--- config.mk ---
export PLATFORM = sky130hd
export DESIGN_NAME = cond_unit_mc_flat
export DESIGN_NICKNAME = d
export VERILOG_FILES = /design/src/rtl/cond_pkg.sv /design/src/rtl/cond_unit_mc_if.sv /design/src/rtl/cond_eval.sv /design/src/rtl/cond_unit_mc.sv /design/src/flat_wrapper.sv
export SDC_FILE = /design/constraint.sdc
export NUM_CORES = 1
export LEC_CHECK = 0
export CAP_MARGIN = 20
export CORE_MARGIN = 5
export CORE_UTILIZATION = 48
export DETAILED_ROUTE_END_ITERATION = 10
export GPL_ROUTABILITY_DRIVEN = 0
export GPL_TIMING_DRIVEN = 0
export PLACE_DENSITY_LB_ADDON = 0.2
export SLEW_MARGIN = 20
export SYNTH_ARGS = -nofsm -noshare
export SYNTH_HDL_FRONTEND = slang
export SYNTH_HIERARCHICAL = 1
export SYNTH_SLANG_ARGS = --single-unit
export TNS_END_PERCENT = 10
--- constraint.sdc ---
create_clock -name clk -period 6 [get_ports clk]
set_input_delay 1.2 -clock clk [delete_from_list [all_inputs] [get_ports clk]]
set_output_delay 1.2 -clock clk [all_outputs]
set_load 0.02 [all_outputs]
--- src/rtl/cond_pkg.sv ---
// Shared types and constants for the conditional-execution unit.
package cond_pkg;

  localparam int FLAGS_W = 4;

  // Bit positions of the flags inside an NZCV nibble.
  localparam int N = 3;
  localparam int Z = 2;
  localparam int C = 1;
  localparam int V = 0;

  typedef enum logic [3:0] {
    EQ = 4'h0,
    NE = 4'h1,
    CS = 4'h2,
    CC = 4'h3,
    MI = 4'h4,
    PL = 4'h5,
    VS = 4'h6,
    VC = 4'h7,
    HI = 4'h8,
    LS = 4'h9,
    GE = 4'hA,
    LT = 4'hB,
    GT = 4'hC,
    LE = 4'hD,
    AL = 4'hE,
    NV = 4'hF
  } cond_e;

  typedef enum logic {
    WIN_IDLE   = 1'b0,
    WIN_ACTIVE = 1'b1
  } win_state_e;

endpackage

--- src/rtl/cond_unit_mc_if.sv ---
// Execute-stage bundle between decode/ALU/hazard logic and the condition unit.
interface cond_unit_mc_if
  import cond_pkg::*;
#(
  parameter int NUM_FSETS = 2,
  parameter int IT_MAX    = 4
);
  localparam int FSET_W = (NUM_FSETS > 1) ? $clog2(NUM_FSETS) : 1;
  localparam int LEN_W  = $clog2(IT_MAX + 1);

  logic               StallE;
  logic               FlushE;
  logic [3:0]         CondE;
  logic [FSET_W-1:0]  FsetE;
  logic [1:0]         FlagWE;
  logic [FLAGS_W-1:0] AluFlags;
  logic               BranchE;
  logic               RegWriteE;
  logic               MemWriteE;
  logic               NoWriteE;
  logic               ItStartE;
  logic [3:0]         ItCondE;
  logic [LEN_W-1:0]   ItLenE;

  logic               PCSrcE;
  logic               RegWE;
  logic               MemWE;
  logic               CondExE;
  logic               ItActive;
  logic [FLAGS_W-1:0] FlagsE;

  // Pipeline side: drives the decoded controls, consumes the gated strobes.
  modport master (
    output StallE, FlushE, CondE, FsetE, FlagWE, AluFlags,
           BranchE, RegWriteE, MemWriteE, NoWriteE,
           ItStartE, ItCondE, ItLenE,
    input  PCSrcE, RegWE, MemWE, CondExE, ItActive, FlagsE
  );

  // Condition unit side.
  modport slave (
    input  StallE, FlushE, CondE, FsetE, FlagWE, AluFlags,
           BranchE, RegWriteE, MemWriteE, NoWriteE,
           ItStartE, ItCondE, ItLenE,
    output PCSrcE, RegWE, MemWE, CondExE, ItActive, FlagsE
  );

endinterface

--- src/rtl/cond_eval.sv ---
// Combinational evaluation of a 4-bit condition code against an NZCV nibble.
module cond_eval
  import cond_pkg::*;
(
  input  cond_e              cond,
  input  logic [FLAGS_W-1:0] flags,
  output logic               pass
);

  logic n, z, c, v;

  assign n = flags[N];
  assign z = flags[Z];
  assign c = flags[C];
  assign v = flags[V];

  // Decode the condition table.
  always_comb begin
    pass = 1'b0;
    case (cond)
      EQ: pass = z;
      NE: pass = !z;
      CS: pass = c;
      CC: pass = !c;
      MI: pass = n;
      PL: pass = !n;
      VS: pass = v;
      VC: pass = !v;
      HI: pass = c && !z;
      LS: pass = !c || z;
      GE: pass = (n == v);
      LT: pass = (n != v);
      GT: pass = !z && (n == v);
      LE: pass = z || (n != v);
      AL: pass = 1'b1;
      NV: pass = 1'b0;
      default: pass = 1'b0;
    endcase
  end

endmodule

--- src/rtl/cond_unit_mc.sv ---
// Execute-stage conditional-execution unit: multiple NZCV flag sets,
// full 4-bit conditions, IT-style predication window, strobe gating.
module cond_unit_mc
  import cond_pkg::*;
#(
  parameter int NUM_FSETS = 2,
  parameter int IT_MAX    = 4
) (
  input  logic          clk,
  input  logic          rst,
  cond_unit_mc_if.slave bus
);

  localparam int FSET_W = (NUM_FSETS > 1) ? $clog2(NUM_FSETS) : 1;
  localparam int CNT_W  = $clog2(IT_MAX + 1);

  logic [FLAGS_W-1:0] flags_q [NUM_FSETS];
  logic [CNT_W-1:0]   it_cnt;
  cond_e              it_cond;
  win_state_e         win_state;

  logic               fset_ok;
  logic [FLAGS_W-1:0] cur_flags;
  cond_e              eff_cond;
  logic               eval_pass;
  logic               valid;
  logic               cond_ex;
  logic               pcsrc;
  logic               advance;
  logic               flag_upd;
  logic [CNT_W-1:0]   len_clamped;
  logic [CNT_W-1:0]   cnt_nxt;
  cond_e              cond_nxt;

  assign fset_ok = (32'(bus.FsetE) < 32'(NUM_FSETS));

  // Read the selected flag set; an out-of-range selector reads as zero.
  always_comb begin
    cur_flags = '0;
    for (int i = 0; i < NUM_FSETS; i++) begin
      if (fset_ok && (bus.FsetE == FSET_W'(i))) cur_flags = flags_q[i];
    end
  end

  // An open window overrides the instruction's own condition.
  assign eff_cond = (win_state == WIN_ACTIVE) ? it_cond : cond_e'(bus.CondE);

  cond_eval u_eval (
    .cond  (eff_cond),
    .flags (cur_flags),
    .pass  (eval_pass)
  );

  // The window-opening instruction itself always executes.
  assign valid   = !bus.FlushE;
  assign cond_ex = (bus.ItStartE || eval_pass) && valid;
  assign pcsrc   = cond_ex && bus.BranchE;
  assign advance = valid && !bus.StallE;
  assign flag_upd = cond_ex && !bus.StallE && fset_ok;

  assign bus.CondExE  = cond_ex;
  assign bus.PCSrcE   = pcsrc;
  assign bus.RegWE    = cond_ex && bus.RegWriteE && !bus.NoWriteE;
  assign bus.MemWE    = cond_ex && bus.MemWriteE;
  assign bus.ItActive = (win_state == WIN_ACTIVE);
  assign bus.FlagsE   = cur_flags;

  assign len_clamped = (bus.ItLenE > CNT_W'(IT_MAX)) ? CNT_W'(IT_MAX) : bus.ItLenE;

  // Next window state: taken branch kills, a start (re)loads, otherwise count down.
  always_comb begin
    cnt_nxt  = it_cnt;
    cond_nxt = it_cond;
    if (advance) begin
      if (pcsrc) begin
        cnt_nxt = '0;
      end else if (bus.ItStartE) begin
        cnt_nxt  = len_clamped;
        cond_nxt = cond_e'(bus.ItCondE);
      end else if (it_cnt != '0) begin
        cnt_nxt = it_cnt - CNT_W'(1);
      end
    end
  end

  // Window counter, window condition and IDLE/ACTIVE state.
  always_ff @(posedge clk or negedge rst) begin
    if (!rst) begin
      it_cnt    <= '0;
      it_cond   <= EQ;
      win_state <= WIN_IDLE;
    end else begin
      it_cnt    <= cnt_nxt;
      it_cond   <= cond_nxt;
      win_state <= (cnt_nxt != '0) ? WIN_ACTIVE : WIN_IDLE;
    end
  end

  // Flag sets with independent N/Z and C/V half enables.
  always_ff @(posedge clk or negedge rst) begin
    if (!rst) begin
      for (int i = 0; i < NUM_FSETS; i++) flags_q[i] <= '0;
    end else if (flag_upd) begin
      for (int i = 0; i < NUM_FSETS; i++) begin
        if (bus.FsetE == FSET_W'(i)) begin
          if (bus.FlagWE[1]) flags_q[i][N:Z] <= bus.AluFlags[N:Z];
          if (bus.FlagWE[0]) flags_q[i][C:V] <= bus.AluFlags[C:V];
        end
      end
    end
  end

endmodule

--- src/flat_wrapper.sv ---
// flat-port wrapper written by rule: the top's interface ports become plain ports
module cond_unit_mc_flat import cond_pkg::*;
#(
  parameter int NUM_FSETS = 2,
  parameter int IT_MAX    = 4
)
  (clk, rst, bus_StallE, bus_FlushE, bus_CondE, bus_FsetE, bus_FlagWE, bus_AluFlags, bus_BranchE, bus_RegWriteE, bus_MemWriteE, bus_NoWriteE, bus_ItStartE, bus_ItCondE, bus_ItLenE, bus_PCSrcE, bus_RegWE, bus_MemWE, bus_CondExE, bus_ItActive, bus_FlagsE);
  cond_unit_mc_if #(.NUM_FSETS(NUM_FSETS), .IT_MAX(IT_MAX)) bus_i ();
  input  logic clk;
  input  logic rst;
  input wire logic [$bits(bus_i.StallE)-1:0] bus_StallE;
  input wire logic [$bits(bus_i.FlushE)-1:0] bus_FlushE;
  input wire logic [$bits(bus_i.CondE)-1:0] bus_CondE;
  input wire logic [$bits(bus_i.FsetE)-1:0] bus_FsetE;
  input wire logic [$bits(bus_i.FlagWE)-1:0] bus_FlagWE;
  input wire logic [$bits(bus_i.AluFlags)-1:0] bus_AluFlags;
  input wire logic [$bits(bus_i.BranchE)-1:0] bus_BranchE;
  input wire logic [$bits(bus_i.RegWriteE)-1:0] bus_RegWriteE;
  input wire logic [$bits(bus_i.MemWriteE)-1:0] bus_MemWriteE;
  input wire logic [$bits(bus_i.NoWriteE)-1:0] bus_NoWriteE;
  input wire logic [$bits(bus_i.ItStartE)-1:0] bus_ItStartE;
  input wire logic [$bits(bus_i.ItCondE)-1:0] bus_ItCondE;
  input wire logic [$bits(bus_i.ItLenE)-1:0] bus_ItLenE;
  output wire logic [$bits(bus_i.PCSrcE)-1:0] bus_PCSrcE;
  output wire logic [$bits(bus_i.RegWE)-1:0] bus_RegWE;
  output wire logic [$bits(bus_i.MemWE)-1:0] bus_MemWE;
  output wire logic [$bits(bus_i.CondExE)-1:0] bus_CondExE;
  output wire logic [$bits(bus_i.ItActive)-1:0] bus_ItActive;
  output wire logic [$bits(bus_i.FlagsE)-1:0] bus_FlagsE;
  assign bus_i.StallE = bus_StallE;
  assign bus_i.FlushE = bus_FlushE;
  assign bus_i.CondE = bus_CondE;
  assign bus_i.FsetE = bus_FsetE;
  assign bus_i.FlagWE = bus_FlagWE;
  assign bus_i.AluFlags = bus_AluFlags;
  assign bus_i.BranchE = bus_BranchE;
  assign bus_i.RegWriteE = bus_RegWriteE;
  assign bus_i.MemWriteE = bus_MemWriteE;
  assign bus_i.NoWriteE = bus_NoWriteE;
  assign bus_i.ItStartE = bus_ItStartE;
  assign bus_i.ItCondE = bus_ItCondE;
  assign bus_i.ItLenE = bus_ItLenE;
  assign bus_PCSrcE = bus_i.PCSrcE;
  assign bus_RegWE = bus_i.RegWE;
  assign bus_MemWE = bus_i.MemWE;
  assign bus_CondExE = bus_i.CondExE;
  assign bus_ItActive = bus_i.ItActive;
  assign bus_FlagsE = bus_i.FlagsE;
  cond_unit_mc #(.NUM_FSETS(NUM_FSETS), .IT_MAX(IT_MAX)) u_core (.clk(clk), .rst(rst), .bus(bus_i));
endmodule
==> flow_metrics.tcl <==
set metrics [dict create \
    post_synth_inst_count 97 \
    drive_gt1_share_pct 11.28 \
    drt_first_pass_iters 4 \
    layout.nets 164 \
    start_util_pct 48.69 \
    finalClockSkew_ps 0.9820 \
    h_tree_levels 1 \
    max-vdd-ir-drop_mv 0.2557 \
    power_mw 0.6039 \
    die_area_um2 3213 \
    cts.repair.resized 0 \
    setup_total_negative_slack_ps 0 \
    worstSetupPathType "in2out" \
    cap_violations 0 \
    seq_area_frac_synth_pct 38.28 \
    clkSlewWorstSetupHoldPaths_ps 90 \
    cts_hold_buffers 0 \
    cts_max_path_buffers 2 \
    post-cts-setup-buffer-count 0 \
    worst_slack_ps 799.6 \
    critical_path_start "bus_FsetE" \
    hold-worst-slack_ps 487.2 \
    finalNonFillerCells 161 \
    final_util_pct 66.74 \
    first_global_vias 873 \
    net_count_after_synthesis 126 \
    pre_cts_ws_ps 811.0 \
    row_count 17 \
    die_h_um 56.68 \
    dp_hpwl_um 1876 \
    reg2reg_from "u_core/bus.ItActive$_DFF_PN0_" \
    cp.arrival_ps 4000 \
    detailedRoute.firstIterationViolations 24 \
    cts.sink_count 16 \
    synth-main-ff-cell "dfrtp_1" \
    io-pin-count 36 \
    remaining_overflow_grt 0 \
    seqCellArea_um2 400.4 \
    synth-warning-count 6 \
    setup_repair_after_global_routing_missed_its_margin "false" \
    critical_path.n_buffers_inverters 2 \
    final.period_utilization_pct 86.67 \
    grt_util_all_layers_pct 15.14 \
    critical-path-top-cell-by-count "xor2_1" \
    dpl_cell_area_um2 1411 \
    finish.instance_area_um2 1434 \
    routed_via_density 5.298 \
    worst-r2r-cell-count 11 \
    clock.fmax_mhz 192.3 \
    setup_viol 0 \
    multi_input_combinational_cell_area_um2 604.3 \
    wl_per_cell_um 14.30 \
    flow.area_growth_from_synthesis_pct 37.08 \
    antenna_found_initial 0 \
    synth_seq_cells 16 \
    cts_inserted_buffers 3 \
    coreArea_um2 2148 \
    ctsRootBufferMaster "clkbuf_4" \
    async_flop_share_pct 100.0 \
    start_kind "input pin" \
    total_leakage_power_nw 0.5855 \
    final-hold-violation-count 0 \
    fin_crit_ps 5200 \
    power_density_nw_per_um2 421.1 \
    port_buffers 33 \
    slew_violations 0 \
    grt_start_max_net_pins 17 \
    timing.rr.end "u_core/flags_q[7]$_DFFE_PN0P_" \
    antenna_cells_inserted 0 \
    hold_class "reg2reg" \
    critical-path-slowest-cell "clkdlybuf4s50_1" \
    dpl.cell_count 158 \
    crit_path_end_kind "output port" \
    worstSetupPathDepth 10 \
    clock_latency_ps 270 \
    crit_family "buffers and inverters" \
    route.detailed.drc 0 \
    synth.cell_area_um2 1046 \
    crit_required_ps 4800 \
    timing.critical_path.to "bus_RegWE" \
    synthesis.area_per_instance_um2 10.78 \
    grt_pass1_wl_um 3877 \
    num-fill-cells 180 \
    timing.critical_path.fanout_max 8 \
    antenna_violating_nets_post_route 0 \
    cts_tree "done" \
    critical_path_cell_by_cell "clkbuf_1 -> mux2_2 -> xor2_1 -> xor2_1 -> a2111oi_1 -> a311oi_1 -> o22ai_1 -> nor2_1 -> nor4b_1 -> clkdlybuf4s50_1" \
    synth_cell_type_count 36 \
    die_width_um 56.68 \
    synth_enable_flop_cells 0 \
    setup.reg_to_reg.worst_slack_ps 3090 \
    run_status "finished clean" \
    worst_slew_pin_slew_ps 739.1 \
    timing.max_slew.rel_slack_pct 50.57 \
    routed_wirelength_um 2303 \
    max_stage_delay_ps 660 \
    dr_total_vias 853 \
]
==> how the worst min path moves through the flow <==
| stage | startpoint | to | slack, ps | depth (start not counted) |
|---|---|---|---|---|
| floorplan | u_core/it_cond[0]$_DFFE_PN0P_ | u_core/it_cond[0]$_DFFE_PN0P_ | 450 | 1 |
| global placement | u_core/flags_q[4]$_DFFE_PN0P_ | u_core/flags_q[4]$_DFFE_PN0P_ | 470 | 1 |
| detailed placement | u_core/flags_q[6]$_DFFE_PN0P_ | u_core/flags_q[6]$_DFFE_PN0P_ | 470 | 1 |
| CTS | u_core/flags_q[6]$_DFFE_PN0P_ | u_core/flags_q[6]$_DFFE_PN0P_ | 490 | 1 |
| global route | u_core/flags_q[6]$_DFFE_PN0P_ | u_core/flags_q[6]$_DFFE_PN0P_ | 510 | 1 |
| finish | u_core/flags_q[6]$_DFFE_PN0P_ | u_core/flags_q[6]$_DFFE_PN0P_ | 490 | 1 |
==> cell usage in the layout, fill, tap and decap left out, types with 2 or more instances in the layout <==
cell type / netlist / layout
xor2_1: 3 / 3
mux2_2: 7 / 7
inv_1: 3 / 3
a211oi_1: 2 / 2
nor3_1: 2 / 2
nand3_1: 2 / 2
nor4bb_1: 2 / 2
o22ai_1: 3 / 3
nor2b_1: 2 / 2
clkbuf_1: 3 / 3
o21ai_0: 2 / 2
nor2_1: 7 / 7
and3b_1: 3 / 3
mux2_1: 13 / 13
clkdlybuf4s50_1: 0 / 33
nor4b_1: 2 / 2
nand2b_1: 2 / 2
a21oi_1: 3 / 3
dfrtp_1: 16 / 16
and2_1: 2 / 2
ha_1: 2 / 2
clkbuf_4: 0 / 3
==> report_power, final <==
| part | internal [mW] | switching, mW | leakage, nW |
|---|---|---|---|
| registers | 0.157 | 0.0298 | 0.194 |
| clock network | 0.0232 | 0.0312 | 0.0138 |
| logic | 0.184 | 0.178 | 0.377 |
==> layer usage <==
metal | wire, um | up-vias | track usage (%)
met5 | 0 | - | 0
met4 | 10 | 0 | 5.085
met3 | 123 | 2 | 3.448
met2 | 1118 | 26 | 25.08
met1 | 1050 | 394 | 19.18
li1 | - | 431 | -
==> flip-flops by register name (all words and copies together), names as in the netlist <==
register	count
u_core/flags_q	8
u_core/it_cnt	3
u_core/bus.ItActive	1
u_core/it_cond	4
==> area by class of cell <==
class / instances / share of cell area (%)
inverter: 3 / 0.7853
buffer: 5 / 2.094
multi-input combinational: 73 / 42.15
timing repair buffer: 33 / 23.04
clock buffer: 3 / 1.571
sequential: 16 / 27.92
tap: 28 / 2.443
==> synth_stat cells, types with 3 or more instances <==
master,number,area [um^2]
o22ai_1,3,18.77
xor2_1,3,26.28
inv_1,3,11.26
a21oi_1,3,15.01
dfrtp_1,16,400.4
and3b_1,3,26.28
clkbuf_1,3,11.26
nor2_1,7,26.28
mux2_2,7,78.83
mux2_1,13,146.4
==> cells by family (layout without fill, tap and decap cells) <==
| kind of cell | after synthesis | in the layout | synth area share (%) |
|---|---|---|---|
| buffers and inverters | 8 | 44 | 3.947 |
| AO/OA/AOI/OAI | 16 | 16 | 10.88 |
| flip-flops | 16 | 16 | 38.28 |
| multiplexers | 21 | 21 | 22.49 |
| adder cells (fa/ha/maj) | 2 | 2 | 2.392 |
| XOR/XNOR | 4 | 4 | 3.350 |
| AND/OR/NAND/NOR | 30 | 30 | 18.66 |
Note: power is estimated with default switching activity, not from simulation.
